===== src/rtl/vsmac_sched_pkg.sv =====
// Shared accelerator definitions: scheduler state encoding and the helper
// functions that size the address, step and tile fields.
package vsmac_sched_pkg;

  typedef enum logic [2:0] {
    ST_IDLE  = 3'd0,
    ST_CLEAR = 3'd1,
    ST_RUN   = 3'd2,
    ST_DRAIN = 3'd3,
    ST_OUT   = 3'd4
  } state_t;

  // Vector memory address width: one word per (tile, step) pair, never zero.
  function automatic int addr_w(input int num_tiles, input int accs);
    int w;
    w = $clog2(num_tiles * accs);
    return (w < 1) ? 1 : w;
  endfunction

  function automatic int step_w(input int accs);
    int w;
    w = $clog2(accs);
    return (w < 1) ? 1 : w;
  endfunction

  function automatic int tile_w(input int num_tiles);
    int w;
    w = $clog2(num_tiles);
    return (w < 1) ? 1 : w;
  endfunction

endpackage


===== src/rtl/vsmac_sched.sv =====
// Tile scheduler for the vector MAC: clears, steps and drains the datapath per
// tile, then hands each tile result to the consumer over a valid/ready port.
module vsmac_sched
  import vsmac_sched_pkg::*;
#(
  parameter int SIZE          = 6,
  parameter int WIDTH         = 8,
  parameter int ACCUMULATIONS = 3,
  parameter int NUM_TILES     = 4,
  parameter int TIMEOUT       = 15,
  localparam int AW = addr_w(NUM_TILES, ACCUMULATIONS),
  localparam int BW = step_w(ACCUMULATIONS),
  localparam int TW = tile_w(NUM_TILES),
  localparam int DW = WIDTH * SIZE
) (
  input  logic          clk,
  input  logic          reset,
  input  logic          start,
  input  logic          abort,
  output logic          busy,
  output logic          done,
  output logic          err,
  output logic          mac_clear,
  output logic          mac_en,
  output logic [AW-1:0] a_addr,
  output logic [BW-1:0] b_addr,
  input  logic          mac_done,
  input  logic [DW-1:0] mac_out,
  output logic [DW-1:0] res_data,
  output logic [TW-1:0] res_tile,
  output logic          res_valid,
  input  logic          res_ready
);

  localparam int TCW = $clog2(TIMEOUT + 1);

  localparam logic [BW-1:0]  STEP_LAST = BW'(ACCUMULATIONS - 1);
  localparam logic [TW-1:0]  TILE_LAST = TW'(NUM_TILES - 1);
  localparam logic [TCW-1:0] TCNT_LAST = TCW'(TIMEOUT - 1);
  localparam logic [AW-1:0]  ACC_A     = AW'(ACCUMULATIONS);

  state_t         state_reg;
  logic [BW-1:0]  step_reg;
  logic [TW-1:0]  tile_reg;
  logic [TCW-1:0] tcnt_reg;

  logic           busy_reg;
  logic           done_reg;
  logic           err_reg;
  logic           mac_clear_reg;
  logic           mac_en_reg;
  logic [AW-1:0]  a_addr_reg;
  logic [BW-1:0]  b_addr_reg;
  logic [DW-1:0]  res_data_reg;
  logic [TW-1:0]  res_tile_reg;
  logic           res_valid_reg;

  logic [AW-1:0]  tile_base;
  logic           capture_en;

  assign tile_base = AW'(tile_reg) * ACC_A;

  // Abort outranks a same-cycle mac_done, so capture is suppressed with it.
  assign capture_en = (state_reg == ST_DRAIN) && mac_done && !abort;

  always_ff @(posedge clk) begin
    if (reset) begin
      state_reg     <= ST_IDLE;
      step_reg      <= '0;
      tile_reg      <= '0;
      tcnt_reg      <= '0;
      busy_reg      <= 1'b0;
      done_reg      <= 1'b0;
      err_reg       <= 1'b0;
      mac_clear_reg <= 1'b0;
      mac_en_reg    <= 1'b0;
      a_addr_reg    <= '0;
      b_addr_reg    <= '0;
      res_tile_reg  <= '0;
      res_valid_reg <= 1'b0;
    end else begin
      done_reg <= 1'b0;
      if (abort && (state_reg != ST_IDLE)) begin
        state_reg     <= ST_IDLE;
        busy_reg      <= 1'b0;
        mac_clear_reg <= 1'b0;
        mac_en_reg    <= 1'b0;
        res_valid_reg <= 1'b0;
      end else begin
        unique case (state_reg)
          ST_IDLE: begin
            if (start) begin
              tile_reg      <= '0;
              err_reg       <= 1'b0;
              busy_reg      <= 1'b1;
              mac_clear_reg <= 1'b1;
              state_reg     <= ST_CLEAR;
            end
          end

          ST_CLEAR: begin
            mac_clear_reg <= 1'b0;
            mac_en_reg    <= 1'b1;
            step_reg      <= '0;
            b_addr_reg    <= '0;
            a_addr_reg    <= tile_base;
            state_reg     <= ST_RUN;
          end

          ST_RUN: begin
            if (step_reg == STEP_LAST) begin
              mac_en_reg <= 1'b0;
              tcnt_reg   <= '0;
              state_reg  <= ST_DRAIN;
            end else begin
              step_reg   <= step_reg + 1'b1;
              b_addr_reg <= step_reg + 1'b1;
              a_addr_reg <= a_addr_reg + 1'b1;
            end
          end

          ST_DRAIN: begin
            // mac_done is tested first so a completion on the last allowed
            // cycle still wins over the timeout.
            if (mac_done) begin
              res_tile_reg  <= tile_reg;
              res_valid_reg <= 1'b1;
              state_reg     <= ST_OUT;
            end else if (tcnt_reg == TCNT_LAST) begin
              err_reg   <= 1'b1;
              busy_reg  <= 1'b0;
              state_reg <= ST_IDLE;
            end else begin
              tcnt_reg <= tcnt_reg + 1'b1;
            end
          end

          ST_OUT: begin
            if (res_ready) begin
              res_valid_reg <= 1'b0;
              if (tile_reg == TILE_LAST) begin
                done_reg  <= 1'b1;
                busy_reg  <= 1'b0;
                state_reg <= ST_IDLE;
              end else begin
                tile_reg      <= tile_reg + 1'b1;
                mac_clear_reg <= 1'b1;
                state_reg     <= ST_CLEAR;
              end
            end
          end

          default: begin
            busy_reg  <= 1'b0;
            state_reg <= ST_IDLE;
          end
        endcase
      end
    end
  end

  // Result register captured lane by lane; each lane holds until the next tile.
  generate
    for (genvar gi = 0; gi < SIZE; gi++) begin : g_lane
      always_ff @(posedge clk) begin
        if (reset) begin
          res_data_reg[gi*WIDTH +: WIDTH] <= '0;
        end else if (capture_en) begin
          res_data_reg[gi*WIDTH +: WIDTH] <= mac_out[gi*WIDTH +: WIDTH];
        end
      end
    end
  endgenerate

  assign busy      = busy_reg;
  assign done      = done_reg;
  assign err       = err_reg;
  assign mac_clear = mac_clear_reg;
  assign mac_en    = mac_en_reg;
  assign a_addr    = a_addr_reg;
  assign b_addr    = b_addr_reg;
  assign res_data  = res_data_reg;
  assign res_tile  = res_tile_reg;
  assign res_valid = res_valid_reg;

endmodule


===== config.mk =====
export PLATFORM = sky130hd
export DESIGN_NAME = vsmac_sched
export DESIGN_NICKNAME = d
export VERILOG_FILES = /design/src/rtl/vsmac_sched_pkg.sv /design/src/rtl/vsmac_sched.sv
export SDC_FILE = /design/constraint.sdc
export NUM_CORES = 1
export LEC_CHECK = 0
export BUFFER_PORTS_ARGS = -buffer_cell sky130_fd_sc_hd__buf_4
export CORE_AREA = 2 2 114 61
export DETAILED_ROUTE_END_ITERATION = 6
export DIE_AREA = 0 0 116 63
export PLACE_DENSITY = 0.77
export SLEW_MARGIN = 20
export SYNTH_ARGS = -nofsm -noshare
export SYNTH_HDL_FRONTEND = slang
export SYNTH_SLANG_ARGS = --single-unit

===== constraint.sdc =====
create_clock -name clk -period 2.4 [get_ports clk]
set_input_delay 0.36 -clock clk [delete_from_list [all_inputs] [get_ports clk]]
set_output_delay 0.36 -clock clk [all_outputs]
set_load 0.1 [all_outputs]

==> key figures, run 1 <==
Status
  – Status: complete, no violations

Detailed routing
  – DR iter-0 viols: 269
  – 1st-pass router iterations: 6
  – Via count: 2897
  – Vias per std cell: 5.06
  – Metal-1 WL: 3.64 mm
  – Top sig layer: met4
  – Post-route DRC: 0
  – Routed Antenna Nets: 0
  – Routed WL: 7.84 mm
  – DR WL met2: 3.49 mm
  – Routed length per instance: 13.7 µm
  – Met3 wire length: 587 µm

Global routing
  – Overflow after GRT: 0
  – GRT Util Overall: 22.3%
  – Initial antenna violation count: 0
  – Vias in the first global route: 2626
  – Largest net degree at the start of global routing: 68
  – First-pass GRT wire length: 12.8 mm

Critical path
  – Worst r2r dst: b_addr[1]
  – Cell family with most CP delay: simple AND/OR/NAND/NOR gates
  – R2r startpoint: b_addr[0]
  – Worst setup EP type: flip-flop
  – Slowest CP cell: or3_1
  – CP cell instances: inv_1 -> ha_1 -> nor3b_1 -> o21ai_1 -> or3_1 -> a21oi_1
  – Kind of critical path: reg2reg
  – Required @ worst endpoint: 2.64 ns
  – WP data arrival: 2.17 ns
  – WP buf/inv: 1
  – CP max stage delay: 0.44 ns
  – Startpoint types: flip-flop
  – Crit Path Max Fanout: 12
  – Start point of the critical path: b_addr[0]
  – R2R setup slack: 0.47 ns
  – R2R cell count: 6

STA
  – Worst Tran Pin Value: 0.730 ns
  – Slew headroom: 51.0%
  – RSZ-0062 raised after global routing: false
  – Setup_tns: 0 ns
  – Minimum clock period: 1.93 ns
  – Final Max Slew Viols: 0
  – FMAX: 518 MHz
  – Final WS setup: 0.471 ns
  – WHS: 0.284 ns
  – Final hold viol count: 0
  – Endpoints failing setup: 0
  – Period utilisation layout: 80.4%
  – Clock skew: 0.00401 ns

Yosys
  – Synth Area in Adders: 2.56%
  – Post-synth EDFFs: 0
  – Largest family of logic cells by synthesized area: simple AND/OR/NAND/NOR gates
  – Cell count after synthesis: 371
  – Post-synthesis compound-gate area fraction: 16.9%
  – Asr flop ratio synth: 0%
  – Synth Area in XOR/XNOR: 0%
  – Multiplexer share of the synthesized area: 1.15%
  – Distinct cell type count after synthesis: 41
  – Seq/Total Area, Yosys: 48.5%
  – Most used DFF post-synth: dfxtp_1
  – Area share of the largest cell type after synthesis: 48.5%
  – Post-synthesis average cell area: 7.89 µm²
  – Largest cells by area after synthesis: dfxtp_1, nand2_1, a21oi_1
  – Synth Register Bits: 71
  – Simple-gate share of the synthesized area: 26.5%
  – Synth warn: 0
  – Synth area leader: dfxtp_1
  – Syn Std Cell Area: 2930 µm²
  – Mapped Nets: 431

Floorplanning
  – Initial Util: 46.0%
  – IO Pins: 116
  – Chip width: 116 µm
  – Die height: 63 µm
  – CORE AREA: 6360 µm²
  – Die Area: 7310 µm²
  – Standard-cell row count: 21

CTS
  – CTS tree: yes
  – Clock sink count: 71
  – Clock-pin transition on the worst setup and hold timing paths: 0.05 ns
  – CTS buffer count: 9
  – CTS H-tree depth: 3
  – Root Driver: clkbuf_16
  – Cts hold-fix bufs: 0
  – Post-cts sizing count: 0
  – Clk buf depth: 2
  – Clock latency on the worst-skew pair: 0.32 ns
  – Post-CTS setup-driven buffer insertion count: 0

Finish
  – Nets: 536
  – Fill cells: 569
  – Ratio of cells with drive above 1 in the final layout: 29.5%
  – Area grow syn2layout: 41.6%
  – Largest register FFs: 48
  – Diode count: 0

Worst hold path
  – Hold depth: 3
  – Hold Crit Start: mac_out[0]
  – Hold EP: res_data[0]
  – Worst min path class: in2reg

Power
  – Switching part of the total: 27.3%
  – Leakage: 0.00172 µW
  – Clock Power Share: 42.5%
  – Sw power: 826 µW
  – Comb power frac: 16.2%
  – Pwr/cell area: 729 nW/µm²
  – Maximum VDD drop: 0.412 mV
  – P_int: 2200 µW
  – Sequential share of power: 41.4%
  – Overall power: 3020 µW

Placement
  – IO Port Bufs: 115
  – Pre-CTS setup slack: 0.530 ns
  – Detailed Place HPWL: 5.52 mm
  – Routability Congestion: 0.903

Flow run
  – Max Cap Viol: 0
[Yosys cell counts (2+ instances only)]
cell type  count
nand2_1      113
nand3b_1       4
or3_1          6
nor3_1         7
o21ai_0        7
nand2b_1       5
a21o_1         3
mux2_2         3
ha_1           6
nor2b_1        7
clkbuf_1      24
nor2_1        13
nand3_1        6
a21oi_1       63
or3b_1         3
dfxtp_1       71
and3_1         2
inv_1          4
a31oi_1        2
[cells in the final DEF (no fill, tap or decap), types with 2 or more instances in the layout]
cell / n
a21o_1: 3
a21oi_1: 63
a31oi_1: 2
and3_1: 2
buf_4: 120
clkbuf_1: 2
clkbuf_16: 9
clkinv_2: 3
dfxtp_1: 71
ha_1: 6
inv_1: 4
mux2_2: 3
nand2_1: 113
nand2b_1: 5
nand3_1: 6
nand3b_1: 4
nor2_1: 13
nor2b_1: 7
nor3_1: 6
o21ai_0: 7
or3_1: 6
or3b_1: 3
[cell families after synthesis]
kind of cell,Yosys count
simple gates,171
fa+ha+maj,6
buf+inv,31
compound gates,89
mux,3
flops,71
[final cells by class]
class,instances,area [µm²],area share (%)
clock inverters,4,45.0,1.09
multi-input cells,269,1380,33.3
inverters,4,15.0,0.362
flip-flops and latches,71,1420,34.3
well taps,92,115,2.78
clock buffers,12,246,5.94
repair buffers,121,921,22.2
[through the flow]
stage / utilization [%] / cells / cell area (µm²)
detailed placement: 60.6 / 557 / 3850
global placement: 60.6 / 557 / 3850
CTS: 65.2 / 573 / 4150
global route: 65.2 / 573 / 4150
floorplan: - / 371 / 2930
finish: 65.2 / 573 / 4150
[worst min-delay path: stages]
cell     delay (ns)
buf_4          0.11
nand2_1        0.04
a21oi_1        0.05
[layer usage]
metal  GRT usage (%)  up-vias
met5               0        -
met4            8.04        0
met3            6.60       16
met2            32.7      111
met1            31.2     1315
li1                -     1455
[power by group through the flow]
stage,sequential (µW),clock (µW),combinational (µW)
6_report,1250,1280,489
3_5_place_dp,1270,0,486
3_3_place_gp,1270,0,483
4_1_cts,1250,1320,487
2_1_floorplan,1420,0,195
5_1_grt,1250,1370,525
[how the worst max path moves through the flow]
stage | cells after the start | slack (ns) | to
3_5_place_dp | 6 | 0.53 | tcnt_reg[3]
6_report | 6 | 0.47 | b_addr[1]
2_1_floorplan | 7 | 0.04 | b_addr[0]
4_1_cts | 6 | 0.49 | b_addr[1]
5_1_grt | 6 | 0.41 | b_addr[1]
3_3_place_gp | 6 | 0.58 | tcnt_reg[2]
(Power assumes the default switching activity.)
==> run 2, diff against run 1 <==
--- a/config.mk
+++ b/config.mk
@@ -5,11 +5,12 @@
 export SDC_FILE = /design/constraint.sdc
 export NUM_CORES = 1
 export LEC_CHECK = 0
+export ABC_AREA = 1
 export BUFFER_PORTS_ARGS = -buffer_cell sky130_fd_sc_hd__buf_4
 export CORE_AREA = 2 2 114 61
 export DETAILED_ROUTE_END_ITERATION = 6
 export DIE_AREA = 0 0 116 63
-export PLACE_DENSITY = 0.77
+export PLACE_DENSITY = 0.78
 export SLEW_MARGIN = 20
 export SYNTH_ARGS = -nofsm -noshare
 export SYNTH_HDL_FRONTEND = slang
==> constraint.sdc (replaced) <==
create_clock -name clk -period 1.85 [get_ports clk]
set_input_delay 0.2775 -clock clk [delete_from_list [all_inputs] [get_ports clk]]
set_output_delay 0.2775 -clock clk [all_outputs]
set_load 0.1 [all_outputs]
==> run 2 against run 1 <==
  * Register-to-register slack worse by 0.30 ns
  * Flip-flop and latch count stayed put
  * Fmax is 15% higher
  * Critical path depth is 1 higher
  * Global-route usage is 0.67 points higher
  * Critical path type unchanged
  * Critical endpoint is now tcnt_reg[1]
  * Largest cell class unchanged
  * Largest power group is now combinational cells
==> key figures, run 2 <==
Status
  – Status: complete, no violations

Detailed routing
  – DR WL met2: 3.45 mm (-1.1%)
  – DR iter-0 viols: 308 (+14%)
  – 1st-pass router iterations: 5 (-1)
  – Metal-1 WL: 3.69 mm (+1.5%)
  – Routed length per instance: 13.3 µm (-3.1%)
  – Vias per std cell: 4.84 (-4.3%)
  – Routed Antenna Nets: 0 (unchanged)
  – Routed WL: 8.09 mm (+3.1%)
  – Via count: 2952 (+1.9%)
  – Post-route DRC: 0 (unchanged)
  – Met3 wire length: 835 µm (+42%)
  – Top sig layer: met4

Finish
  – Most frequent cells in the layout: nor2_1, buf_4, dfxtp_1
  – Fill cells: 576 (+1.2%)
  – Ratio of cells with drive above 1 in the final layout: 28.4% (-1.1 points)
  – Commonest non-fill, non-tap cell in the layout: nor2_1
  – Largest register FFs: 48 (unchanged)
  – Area grow syn2layout: 41.1%
  – Nets: 576 (+7.5%)
  – Diode count: 0 (unchanged)

STA
  – Final WS setup: 0.171 ns (-0.300 ns)
  – Slew headroom: 65.1% (+14 points)
  – Clock skew: 0.00721 ns (+0.00320 ns)
  – Final Max Slew Viols: 0 (unchanged)
  – Final hold viol count: 0 (unchanged)
  – FMAX: 596 MHz (+15%)
  – RSZ-0062 raised after global routing: false
  – Setup_tns: 0 ns (unchanged)
  – Minimum clock period: 1.68 ns (-0.250 ns)
  – Period utilisation layout: 90.8% (+10 points)
  – Endpoints failing setup: 0 (unchanged)
  – Worst Tran Pin Value: 0.524 ns (-0.206 ns)

Worst hold path
  – Worst min path class: in2reg

Flow run
  – Max Cap Viol: 0 (unchanged)

Placement
  – IO Port Bufs: 115 (unchanged)
  – Detailed Place HPWL: 5.64 mm (+2.2%)
  – Pre-CTS setup slack: 0.176 ns (-0.354 ns)
  – Routability Congestion: 0.869 (-3.7%)

Global routing
  – Vias in the first global route: 2750 (+4.7%)
  – Largest net degree at the start of global routing: 50 (-26%)
  – Overflow after GRT: 0 (unchanged)
  – Initial antenna violation count: 0 (unchanged)
  – GRT Util Overall: 23.0% (+0.67 points)
  – First-pass GRT wire length: 13.0 mm (+1.9%)

Critical path
  – Crit Path Max Fanout: 8 (-4)
  – Kind of critical path: reg2reg
  – WP buf/inv: 1 (unchanged)
  – CP cell instances: nand3_1 -> inv_1 -> nand2_1 -> nand2_2 -> nand2_2 -> o21ai_0 -> nor2_1
  – WP data arrival: 1.89 ns (-0.28 ns)
  – Required @ worst endpoint: 2.07 ns (-0.57 ns)
  – CP max stage delay: 0.57 ns (+0.13 ns)
  – Startpoint types: flip-flop
  – Cell family with most CP delay: simple AND/OR/NAND/NOR gates
  – Worst setup EP type: flip-flop
  – Slowest CP cell: dfxtp_1
  – CP most frequent cell: nand2_2

Yosys
  – Synth warn: 0 (unchanged)
  – Most frequent cell after synthesis: nor2_1
  – Synth Register Bits: 71 (unchanged)
  – Asr flop ratio synth: 0% (unchanged)
  – Area share of the largest cell type after synthesis: 48.1% (-0.47 points)
  – Most used DFF post-synth: dfxtp_1
  – Syn Std Cell Area: 2960 µm² (+0.98%)
  – Distinct cell type count after synthesis: 24 (-41%)
  – Largest cells by area after synthesis: dfxtp_1, nor2_1, o21ai_0
  – Commonest cells in the netlist: nor2_1, dfxtp_1, o21ai_0, nand2_1, inv_1
  – Post-synthesis average cell area: 7.34 µm² (-7.0%)
  – Synth area leader: dfxtp_1
  – Cell count after synthesis: 403 (+8.6%)
  – Post-synth EDFFs: 0 (unchanged)
  – Mapped Nets: 463 (+7.4%)
  – Seq/Total Area, Yosys: 48.1% (-0.47 points)

CTS
  – CTS buffer count: 9 (unchanged)
  – CTS H-tree depth: 3 (unchanged)
  – Clock-pin transition on the worst setup and hold timing paths: 0.05 ns (about the same)
  – CTS tree: yes
  – Clk buf depth: 2 (unchanged)
  – Post-cts sizing count: 0 (unchanged)
  – Root Driver: clkbuf_16
  – Cts hold-fix bufs: 0 (unchanged)
  – Clock latency on the worst-skew pair: 0.33 ns (about the same)
  – Post-CTS setup-driven buffer insertion count: 0 (unchanged)
  – Clock sink count: 71 (unchanged)

Floorplanning
  – IO Pins: 116 (unchanged)
  – Initial Util: 46.5% (+0.45 points)
  – Die Area: 7310 µm² (unchanged)
  – CORE AREA: 6360 µm² (unchanged)
  – Standard-cell row count: 21 (unchanged)
  – Die height: 63 µm (unchanged)
  – Chip width: 116 µm (unchanged)

Power
  – Maximum VDD drop: 0.685 mV (+66%)
  – Pwr/cell area: 1400 nW/µm² (+91%)
  – Leakage: 0.00211 µW (+23%)
-- run 2: through the flow --
| step | total power (µW) | hold slack (ns) | instance area [µm²] | utilization [%] | std cells |
|---|---|---|---|---|---|
| 2_1_floorplan | 3620 | 0.347 | 2960 | - | 403 |
| 6_report | 5820 | 0.167 | 4170 | 65.6 | 610 |
| 3_5_place_dp | 4140 | 0.458 | 3880 | 61.1 | 597 |
| 3_3_place_gp | 4100 | 0.451 | 3880 | 61.1 | 597 |
| 4_1_cts | 5850 | 0.157 | 4170 | 65.6 | 610 |
| 5_1_grt | 6100 | 0.165 | 4170 | 65.6 | 610 |
-- run 2: final cells by class --
cell class	count	area (µm²)	share of cell area, %
Sequential cell	71	1420	34.1
Tap cell	92	115	2.76
Multi-Input combinational cell	286	1340	32.2
Timing Repair Buffer	119	893	21.4
Clock buffer	12	256	6.15
Inverter	29	111	2.67
Clock inverter	1	30.0	0.720
-- run 2: final timing paths --
path	start	end	slack (ns)	cells after the start
setup / recovery	state_reg[0]	tcnt_reg[1]	0.17	7
setup reg to reg	state_reg[0]	tcnt_reg[1]	0.17	7
hold reg to reg	mac_en	mac_en	0.47	2
hold / removal	mac_out[29]	res_data[29]	0.17	3
-- run 2: tightest hold or removal path: cells and delay by family --
family	cells	cell delay, ns
and+or+nand+nor	2	0.11
buffers and inverters	1	0.08
-- run 2: routing by layer --
metal / global-route usage (%) / vias up
met5: 0 / -
met1: 30.0 / 1309
met2: 32.5 / 120
li1: - / 1511
met3: 10.7 / 12
met4: 9.82 / 0
-- run 2: cells by family (layout without fill, tap and decap cells) --
kind of cell | Yosys count | in the layout | share of synthesized area (%)
AOI/OAI and AO/OA | 75 | 75 | 12.8
xor gates and xnor gates | 1 | 1 | 0.296
adders and majority gates | 6 | 6 | 2.54
and+or+nand+nor | 204 | 204 | 29.8
buffers and inverters | 46 | 161 | 6.47
DFF | 71 | 71 | 48.1
-- run 2: power breakdown --
group          switching, µW  internal, µW  total, µW  leakage, µW
combinational           1680           581       2260      0.00140
sequential               178          1700       1880     0.000575
clock                    590          1090       1680     0.000141
total                   2450          3380       5820      0.00211
